$ cat src/rtl/fx_pkg.sv
// Shared widths and types for the two-master fx register bus arbiter.
package fx_pkg;

  localparam int unsigned FX_AW = 22;
  localparam int unsigned FX_DW = 8;

  typedef enum logic [2:0] {
    StIdle,
    StWr,
    StRd,
    StRwait,
    StAck
  } fx_state_e;

  typedef enum logic {
    MstU,
    MstS
  } fx_mst_e;

endpackage

$ cat src/rtl/fx_rr_pick.sv
// Two-way round-robin pick: on contention the master not granted last wins.
module fx_rr_pick
  import fx_pkg::*;
(
  input  logic    pend_u,
  input  logic    pend_s,
  input  fx_mst_e last_grant,
  output logic    gnt_valid,
  output fx_mst_e gnt_id
);

  always_comb begin
    gnt_valid = pend_u | pend_s;
    gnt_id    = MstU;
    if (pend_u && pend_s) begin
      gnt_id = (last_grant == MstS) ? MstU : MstS;
    end else if (pend_s) begin
      gnt_id = MstS;
    end
  end

endmodule

$ cat src/rtl/fx_arb2.sv
// Serialises UART and SPI master requests onto the fx slave bus with registered
// strobes, acks and read data.
module fx_arb2
  import fx_pkg::*;
#(
  parameter int unsigned AW     = FX_AW,
  parameter int unsigned DW     = FX_DW,
  parameter int unsigned RD_LAT = 1
) (
  input  logic          clk_sys,
  input  logic          rst,
  input  logic          mu_wr,
  input  logic [AW-1:0] mu_waddr,
  input  logic [DW-1:0] mu_data,
  input  logic          mu_rd,
  input  logic [AW-1:0] mu_raddr,
  output logic          mu_ack,
  output logic [DW-1:0] mu_q,
  input  logic          ms_wr,
  input  logic [AW-1:0] ms_waddr,
  input  logic [DW-1:0] ms_data,
  input  logic          ms_rd,
  input  logic [AW-1:0] ms_raddr,
  output logic          ms_ack,
  output logic [DW-1:0] ms_q,
  output logic          fx_wr,
  output logic [AW-1:0] fx_waddr,
  output logic [DW-1:0] fx_data,
  output logic          fx_rd,
  output logic [AW-1:0] fx_raddr,
  input  logic [DW-1:0] fx_q
);

  localparam int unsigned CntW = 3;

  fx_state_e       state_q, state_d;
  fx_mst_e         last_grant_q, last_grant_d;
  fx_mst_e         gnt_id_q, gnt_id_d;
  logic [CntW-1:0] cnt_q, cnt_d;
  logic            fx_wr_q, fx_wr_d, fx_rd_q, fx_rd_d;
  logic            mu_ack_q, mu_ack_d, ms_ack_q, ms_ack_d;
  logic [AW-1:0]   fx_waddr_q, fx_waddr_d, fx_raddr_q, fx_raddr_d;
  logic [DW-1:0]   fx_data_q, fx_data_d, mu_q_q, mu_q_d, ms_q_q, ms_q_d;

  logic    pend_u, pend_s, pick_valid, pick_wr;
  fx_mst_e pick_id;

  assign pend_u = mu_wr | mu_rd;
  assign pend_s = ms_wr | ms_rd;

  fx_rr_pick u_rr_pick (
    .pend_u     (pend_u),
    .pend_s     (pend_s),
    .last_grant (last_grant_q),
    .gnt_valid  (pick_valid),
    .gnt_id     (pick_id)
  );

  // A master's write wins over its own read; the read waits for a later grant.
  assign pick_wr = (pick_id == MstU) ? mu_wr : ms_wr;

  always_ff @(posedge clk_sys) begin
    if (rst) begin
      state_q <= StIdle;
    end else begin
      state_q <= state_d;
    end
  end

  always_comb begin
    state_d = state_q;
    unique case (state_q)
      StIdle:  if (pick_valid) state_d = pick_wr ? StWr : StRd;
      StWr:    state_d = StIdle;
      StRd:    state_d = StRwait;
      StRwait: if (cnt_q == '0) state_d = StAck;
      StAck:   state_d = StIdle;
      default: state_d = StIdle;
    endcase
  end

  always_comb begin
    fx_wr_d      = 1'b0;
    fx_rd_d      = 1'b0;
    mu_ack_d     = 1'b0;
    ms_ack_d     = 1'b0;
    fx_waddr_d   = fx_waddr_q;
    fx_data_d    = fx_data_q;
    fx_raddr_d   = fx_raddr_q;
    mu_q_d       = mu_q_q;
    ms_q_d       = ms_q_q;
    cnt_d        = cnt_q;
    gnt_id_d     = gnt_id_q;
    last_grant_d = last_grant_q;
    unique case (state_q)
      StIdle: begin
        if (pick_valid) begin
          gnt_id_d     = pick_id;
          last_grant_d = pick_id;
          if (pick_wr) begin
            fx_wr_d    = 1'b1;
            fx_waddr_d = (pick_id == MstU) ? mu_waddr : ms_waddr;
            fx_data_d  = (pick_id == MstU) ? mu_data : ms_data;
            if (pick_id == MstU) mu_ack_d = 1'b1;
            else                 ms_ack_d = 1'b1;
          end else begin
            fx_rd_d    = 1'b1;
            fx_raddr_d = (pick_id == MstU) ? mu_raddr : ms_raddr;
          end
        end
      end
      StRd: cnt_d = CntW'(RD_LAT - 1);
      StRwait: begin
        if (cnt_q == '0) begin
          if (gnt_id_q == MstU) begin
            mu_q_d   = fx_q;
            mu_ack_d = 1'b1;
          end else begin
            ms_q_d   = fx_q;
            ms_ack_d = 1'b1;
          end
        end else begin
          cnt_d = cnt_q - CntW'(1);
        end
      end
      default: ;
    endcase
  end

  always_ff @(posedge clk_sys) begin
    if (rst) begin
      last_grant_q <= MstS;
      gnt_id_q     <= MstU;
      cnt_q        <= '0;
      fx_wr_q      <= 1'b0;
      fx_rd_q      <= 1'b0;
      mu_ack_q     <= 1'b0;
      ms_ack_q     <= 1'b0;
      fx_waddr_q   <= '0;
      fx_data_q    <= '0;
      fx_raddr_q   <= '0;
      mu_q_q       <= '0;
      ms_q_q       <= '0;
    end else begin
      last_grant_q <= last_grant_d;
      gnt_id_q     <= gnt_id_d;
      cnt_q        <= cnt_d;
      fx_wr_q      <= fx_wr_d;
      fx_rd_q      <= fx_rd_d;
      mu_ack_q     <= mu_ack_d;
      ms_ack_q     <= ms_ack_d;
      fx_waddr_q   <= fx_waddr_d;
      fx_data_q    <= fx_data_d;
      fx_raddr_q   <= fx_raddr_d;
      mu_q_q       <= mu_q_d;
      ms_q_q       <= ms_q_d;
    end
  end

  assign fx_wr    = fx_wr_q;
  assign fx_rd    = fx_rd_q;
  assign fx_waddr = fx_waddr_q;
  assign fx_data  = fx_data_q;
  assign fx_raddr = fx_raddr_q;
  assign mu_ack   = mu_ack_q;
  assign ms_ack   = ms_ack_q;
  assign mu_q     = mu_q_q;
  assign ms_q     = ms_q_q;

endmodule
$ cat config.mk
export PLATFORM = sky130hd
export DESIGN_NAME = fx_arb2
export DESIGN_NICKNAME = d
export VERILOG_FILES = /design/src/rtl/fx_pkg.sv /design/src/rtl/fx_rr_pick.sv /design/src/rtl/fx_arb2.sv
export SDC_FILE = /design/constraint.sdc
export NUM_CORES = 1
export LEC_CHECK = 0
export CORE_MARGIN = 4
export CORE_UTILIZATION = 41
export DETAILED_ROUTE_END_ITERATION = 10
export PLACE_DENSITY_LB_ADDON = 0.1
export SLEW_MARGIN = 25
export SYNTH_ARGS = -nofsm -noshare
export SYNTH_HDL_FRONTEND = slang
export SYNTH_SLANG_ARGS = --single-unit
$ cat constraint.sdc
create_clock -name clk_sys -period 2.4 [get_ports clk_sys]
set_clock_uncertainty 0.2 [all_clocks]
set_input_delay 0.48 -clock clk_sys [delete_from_list [all_inputs] [get_ports clk_sys]]
set_output_delay 0.48 -clock clk_sys [all_outputs]
set_load 0.005 [all_outputs]
==> run metrics <==
initial antenna violation count=0; fraction of final layout cells with drive strength greater than 1=between 10% and 20%; largest net degree at the start of global routing=58; Via Count=3798; total of fill cells in the finished design=764; highest clock rate=466.3 MHz; total grt overflow=0; Top-Level Pins=190; Max Cap Violations=0; Hold Buf Count CTS=0; Non-Filler Instances=760; master cell of the clock root buffer=clkbuf_8; CP peak stage delay=0.51 ns; Syn-to-layout area delta=59.26%; final hold violation count=0; routed wirelength normalized by instance count=14.86 um; number of detailed-routing iterations run before antenna repair=4; CTS Sinks=80; number of standard cells after synthesis=435; Post-Syn Area per Cell=9.135 um^2; Worst Path Class, Setup=in2reg; CP Data Arrival Time=2.20 ns; fraction of power consumed by the clock network=26.0%; total nets after synthesis=roughly 560; final HPWL from detailed placement=8299 um; DP Cell Count=between 700 and 800; area of the mapped netlist=between 3000 and 4000 um^2; CTS buffer count=9; number of gates resized after cts=0; clock tree from TritonCTS=built; switching portion of total power=30.16%; Multi-input gate area=2181 um^2; post-place setup slack=-0.1054 ns; effective utilization at floorplan=a little over two fifths; Post-CTS Setup Inserts=0; Relative slew margins=between 70 and 80%; Remaining DRCs=0; outcome=complete, no violations; vias per std cell=around 5.0; clock transition at the register clock pins on the worst setup and hold paths after CTS=0.10 ns; Slowest cell on crit path=clkdlybuf4s50_1; Req. time, crit path=2.45 ns; fraction of the yosys area taken by sequential cells=40.30%; clock period minus final worst setup slack=2.145 ns; total number of nets in the final design=between 700 and 800; final weighted congestion of routability-driven global placement=0.7529; worst hold slack=0.2786 ns; register cell area after layout=1602 um^2; highest net fanout along the worst path=57; area of the die=11330 um^2; DRC marker count from the first detailed-route iteration=220; type of element capturing the critical path=flop; startpoint type of the worst setup path=input pin; power per cell area=639.0 nW/um^2; global-route wire length before repair=18070 um; vertical extent of the die=106.5 um; CORE AREA=9328 um^2; global-route usage over all layers=19.38%; maximum buffer depth of the clock tree=2; share of power burned in combinational logic=34.8%; insertion delay of the later-clocked pin in the worst-skew pair=between 0.3 and 0.4 ns; ANT nets after route=0; transition time of the tightest slew-check pin=0.4008 ns; Warnings, synthesis=0; Total Negative Setup Slacks=0 ns; switching pwr=1.220 mW; standard-cell rows=35; number of diodes added for antenna fixing=0; leakage power total=around 2.6 nW; Final period util=between 80% and 90%; number of library cell types mapped by synthesis=37; number of setup violations in the final report=0; min setup slack post-route=between 0.2 and 0.3 ns; power share of the sequential group=around two fifths; number of H-tree levels=3; peak ir drop on the vdd network=0.0003948 V; drt total wl=11290 um; worst min path class=reg2reg; post-layout total power=roughly 4.0 mW; ordered list of cells on the worst path=clkdlybuf4s50_1 > a21bo_2 > a211oi_4 > buf_12 > nor2_1 > a311oi_2; number of buffers added on ports=189; Internal Pwr Total=2.824 mW; vias in the first global route=3778; Slew Limit Fails=0; die span in x=106.5 um; register bit count reported by yosys=80; RSZ-0062 raised after global routing=false
## worst max-delay path: cells and delay by family
family	cells	cell delay [ns]
simple gates	1	0.09
buf+inv	2	0.78
compound gates	3	0.80
## path summary, 6_finish.rpt
| check | start | end | slack (ns) | cells past startpoint |
|---|---|---|---|---|
| setup / recovery | ms_wr | fx_waddr[8]$_SDFFE_PP0P_ | 0.26 | 6 |
| hold / removal | fx_raddr[17]$_SDFFE_PP0P_ | fx_raddr[17]$_SDFFE_PP0P_ | 0.28 | 2 |
| setup reg to reg | cnt_q[0]$_SDFFE_PP0P_ | ms_q[5]$_SDFFE_PP0N_ | 0.35 | 8 |
| hold reg to reg | fx_raddr[17]$_SDFFE_PP0P_ | fx_raddr[17]$_SDFFE_PP0P_ | 0.28 | 2 |
## routing by layer
layer | part of all wire, % | track usage [%] | vias to the layer above
met2 | 49 | 34.30 | 120
li1 | - | - | 1901
met1 | 41 | 22.50 | 1767
met5 | 0 | 0 | -
met4 | 1.0 | 4.475 | 0
met3 | 8.3 | 6.679 | 10
## layout by cell type, fill, tap and decap left out, types with 4 or more instances in the layout
cell / instances
nand2_1: 64
a21boi_0: 22
dfxtp_1: 80
buf_4: 26
inv_1: 4
nor2_1: 56
buf_12: 4
clkdlybuf4s50_1: 188
a21oi_1: 5
nor2b_1: 4
nand2b_1: 23
o21bai_1: 22
a311oi_2: 27
and3_1: 23
clkbuf_8: 10
mux2i_1: 39
## power groups by stage
| stage | logic [mW] | clock network (mW) | registers (mW) |
|---|---|---|---|
| 2_1_floorplan | 0.700 | 0 | 1.62 |
| 3_3_place_gp | 1.38 | 0 | 1.61 |
| 3_5_place_dp | 1.42 | 0 | 1.62 |
| 4_1_cts | 1.42 | 1.07 | 1.59 |
| 5_1_grt | 1.53 | 1.13 | 1.61 |
| 6_report | 1.41 | 1.05 | 1.59 |
## kinds of logic (layout without fill, tap and decap cells)
family	after synthesis	count (layout)	share of synthesized area, %
buffers and inverters	42	238	5.289
adders and majority gates	2	2	0.6296
DFF	80	80	40.30
AOI/OAI and AO/OA	88	88	21.91
muxes	39	39	9.824
and+or+nand+nor	183	183	21.82
xor gates and xnor gates	1	1	0.2204
## metrics by stage
stage / instance area (um^2) / util, %
2_1_floorplan: 3974 / -
3_3_place_gp: 6116 / 65.57
3_5_place_dp: 6116 / 65.57
4_1_cts: 6329 / 67.85
5_1_grt: 6329 / 67.85
6_report: 6329 / 67.85
## Yosys cell counts
master	n	area share (%)
a211oi_4	1	0.50
ha_1	2	0.63
a311oi_2	27	10
buf_2	6	0.76
a21oi_1	5	0.63
a311oi_1	3	0.66
and3_1	23	3.6
nor3b_1	3	0.57
or3_4	1	0.28
nor3_1	1	0.13
a221o_1	1	0.25
nor4b_1	2	0.44
o31ai_2	1	0.31
nor2b_1	4	0.63
o21bai_1	22	4.2
buf_6	5	1.4
or4bb_1	1	0.28
a31o_2	1	0.22
a22oi_1	1	0.19
nand3b_1	1	0.19
dfxtp_1	80	40
xor2_1	1	0.22
mux2i_1	39	9.8
a21bo_2	1	0.25
clkbuf_1	25	2.4
nand2b_1	23	3.6
a21boi_0	22	4.2
or2_2	1	0.16
nor4bb_1	1	0.25
buf_4	2	0.38
and2_0	1	0.16
o21ai_1	1	0.13
o21ai_0	2	0.25
or3_1	1	0.16
inv_1	4	0.38
nor2_1	56	5.3
nand2_1	64	6.0
## state kept, by name, summed over array words and instances (netlist names)
register / flops
cnt_q: 3
fx_data: 8
fx_raddr: 22
fx_rd: 1
fx_waddr: 22
fx_wr: 1
gnt_id_q: 1
last_grant_q: 1
ms_ack: 1
ms_q: 8
mu_ack: 1
mu_q: 8
state_q: 3
## cell type report
type	count	share of cell area, %
multi-input combinational	313	34.46
tap	129	2.550
clock inverter	6	1.186
clock buffer	10	2.175
sequential	80	25.31
inverter	4	0.2372
timing repair buffer	218	34.08
(Power assumes the default switching activity.)
==> variant: new RTL, same settings <==
`FX_DW`: 8 -> 12.
--- a/src/rtl/fx_pkg.sv
+++ b/src/rtl/fx_pkg.sv
@@ -4,3 +4,3 @@
   localparam int unsigned FX_AW = 22;
-  localparam int unsigned FX_DW = 8;
+  localparam int unsigned FX_DW = 12;
 
Ports: changed (6 resized); port bits go from 190 to 214. The function was not compared with the original's and may differ.
==> variant against the unedited design <==
  * Sequential power increased by 14%
  * Sequential cell count up 12
  * Count of clock-buffer cells in the layout is 2 higher
  * Wire length rose by 12%
  * Setup slack got worse by 0.050 ns
  * Synthesized area grew 9.9%
  * Global-route usage up 0.38 points
  * Design area up 9.8%
  * Total power grew 6.7%
  * Critical path depth unchanged
  * Critical path type unchanged
  * Critical endpoint is now fx_waddr[21]
  * Largest cell class is now non-clock buffers
  * Largest power group unchanged
==> variant: results (changes against the unedited design) <==
Global routing
  – Vias in the first global route: 4,091 (+8.3%)
  – Largest net degree at the start of global routing: 90 (+55%)
  – Total track usage: 19.76% (+0.38 points)
  – Initial antenna violation count: 1 (+1)
  – First-pass GRT wire length: 20,220 um (+12%)

Routing
  – Via count: 4,162 (+9.6%)
  – First-iteration detailed-routing DRC count: 244 (+11%)
  – Wire length per cell: 15.18 um (+2.2%)

Pwr
  – Maximum VDD drop: 345.2 uV (-13%)
  – Pleak: 2.864 nW (+10%)

Finish
  – Final net count: 824 (+10%)
  – Fraction of layout cells with a size suffix above 1: 10.19% (-2.7 points)

Run status
  – Status: finished, final reports clean

Yosys
  – Top post-synthesis cells by area: dfxtp_1, mux2i_1, a311oi_2, nand2_1, nor2_1
  – Sequential share of the synthesized area: 42.19% (+1.9 points)
  – Syn nets: 615 (+11%)
  – Commonest cells post-synth: dfxtp_1, nand2_1, nor2_1
  – Avg Inst Size Synth: 9.038 um2 (-1.1%)

Worst hold path
  – Hold Crit Start: fx_raddr[10]

STA
  – Rel. slew slack: 42.70% (-30 points)

Setup path
  – Worst r2r src: state_q[1]
  – Flop-to-flop setup slack: 0.32 ns (-0.03 ns)
  – CP max FO: 62 (+8.8%)
  – Arrival @ worst endpoint: 2.26 ns (+0.06 ns)

Placement
  – Placer Congestion: 0.8011 (+6.4%)
  – IO Port Bufs: 213 (+13%)
  – DP HPWL: 9162 um (+10%)

Clocking
  – Setup repair bufs after CTS: 0 (unchanged)
==> variant: path summary, 6_finish.rpt <==
path                       end  depth (start not counted)
setup / recovery  fx_waddr[21]                          6
hold / removal    fx_raddr[10]                          2
setup reg to reg  fx_waddr[21]                          5
hold reg to reg   fx_raddr[10]                          2
==> variant: worst min-delay path: cells and delay by family, from the launching register on <==
family / cells / cell delay [ns]
flops: 1 / 0.32
mux: 1 / 0.06
simple gates: 1 / 0.06
==> variant: cells by family (layout without fill, tap and decap cells) <==
| kind of cell | Yosys count | in the layout | synth area share [%] |
|---|---|---|---|
| xor+xnor | 1 | 1 | 0.2007 |
| fa+ha+maj | 2 | 2 | 0.5731 |
| compound gates | 92 | 92 | 19.83 |
| mux | 47 | 47 | 10.78 |
| simple gates | 203 | 203 | 21.61 |
| flops | 92 | 92 | 42.19 |
| buf+inv | 46 | 260 | 4.815 |
==> variant: final cells by class <==
class                           instances  area [um2]
Sequential cell                        92        1842
Clock buffer                           12       165.2
Multi-Input combinational cell        345        2331
Fill cell                             891        3421
Inverter                                4       15.01
Timing Repair Buffer                  240        2395
Tap cell                              136       170.2
Clock inverter                          4       31.28
==> variant: power by group <==
part / internal [mW] / switching (mW) / total (mW)
logic: 0.864 / 0.631 / 1.49
registers: 1.71 / 0.0999 / 1.81
clock network: 0.468 / 0.548 / 1.02
==> variant: stage by stage <==
| step | TNS, ns | hold WS (ns) | worst slack (ns) | cell area [um2] |
|---|---|---|---|---|
| final | 0 | 0.2767 | 0.2057 | 6949 |
| after global routing | 0 | 0.3119 | 0.04482 | 6949 |
| after CTS | 0 | 0.2874 | 0.2376 | 6949 |
| after detailed placement | -3.266 | 0.2718 | -0.1507 | 6753 |
| after global placement | -1.396 | 0.2614 | -0.06096 | 6753 |
| after floorplan | 0 | 0.2549 | 0.3249 | 4365 |
==> variant: per-layer routing <==
layer	share of wire, %	global-route usage [%]
met5	0.10	0
met4	2.5	7.137
met3	5.6	5.513
met2	49	33.49
met1	43	23.89
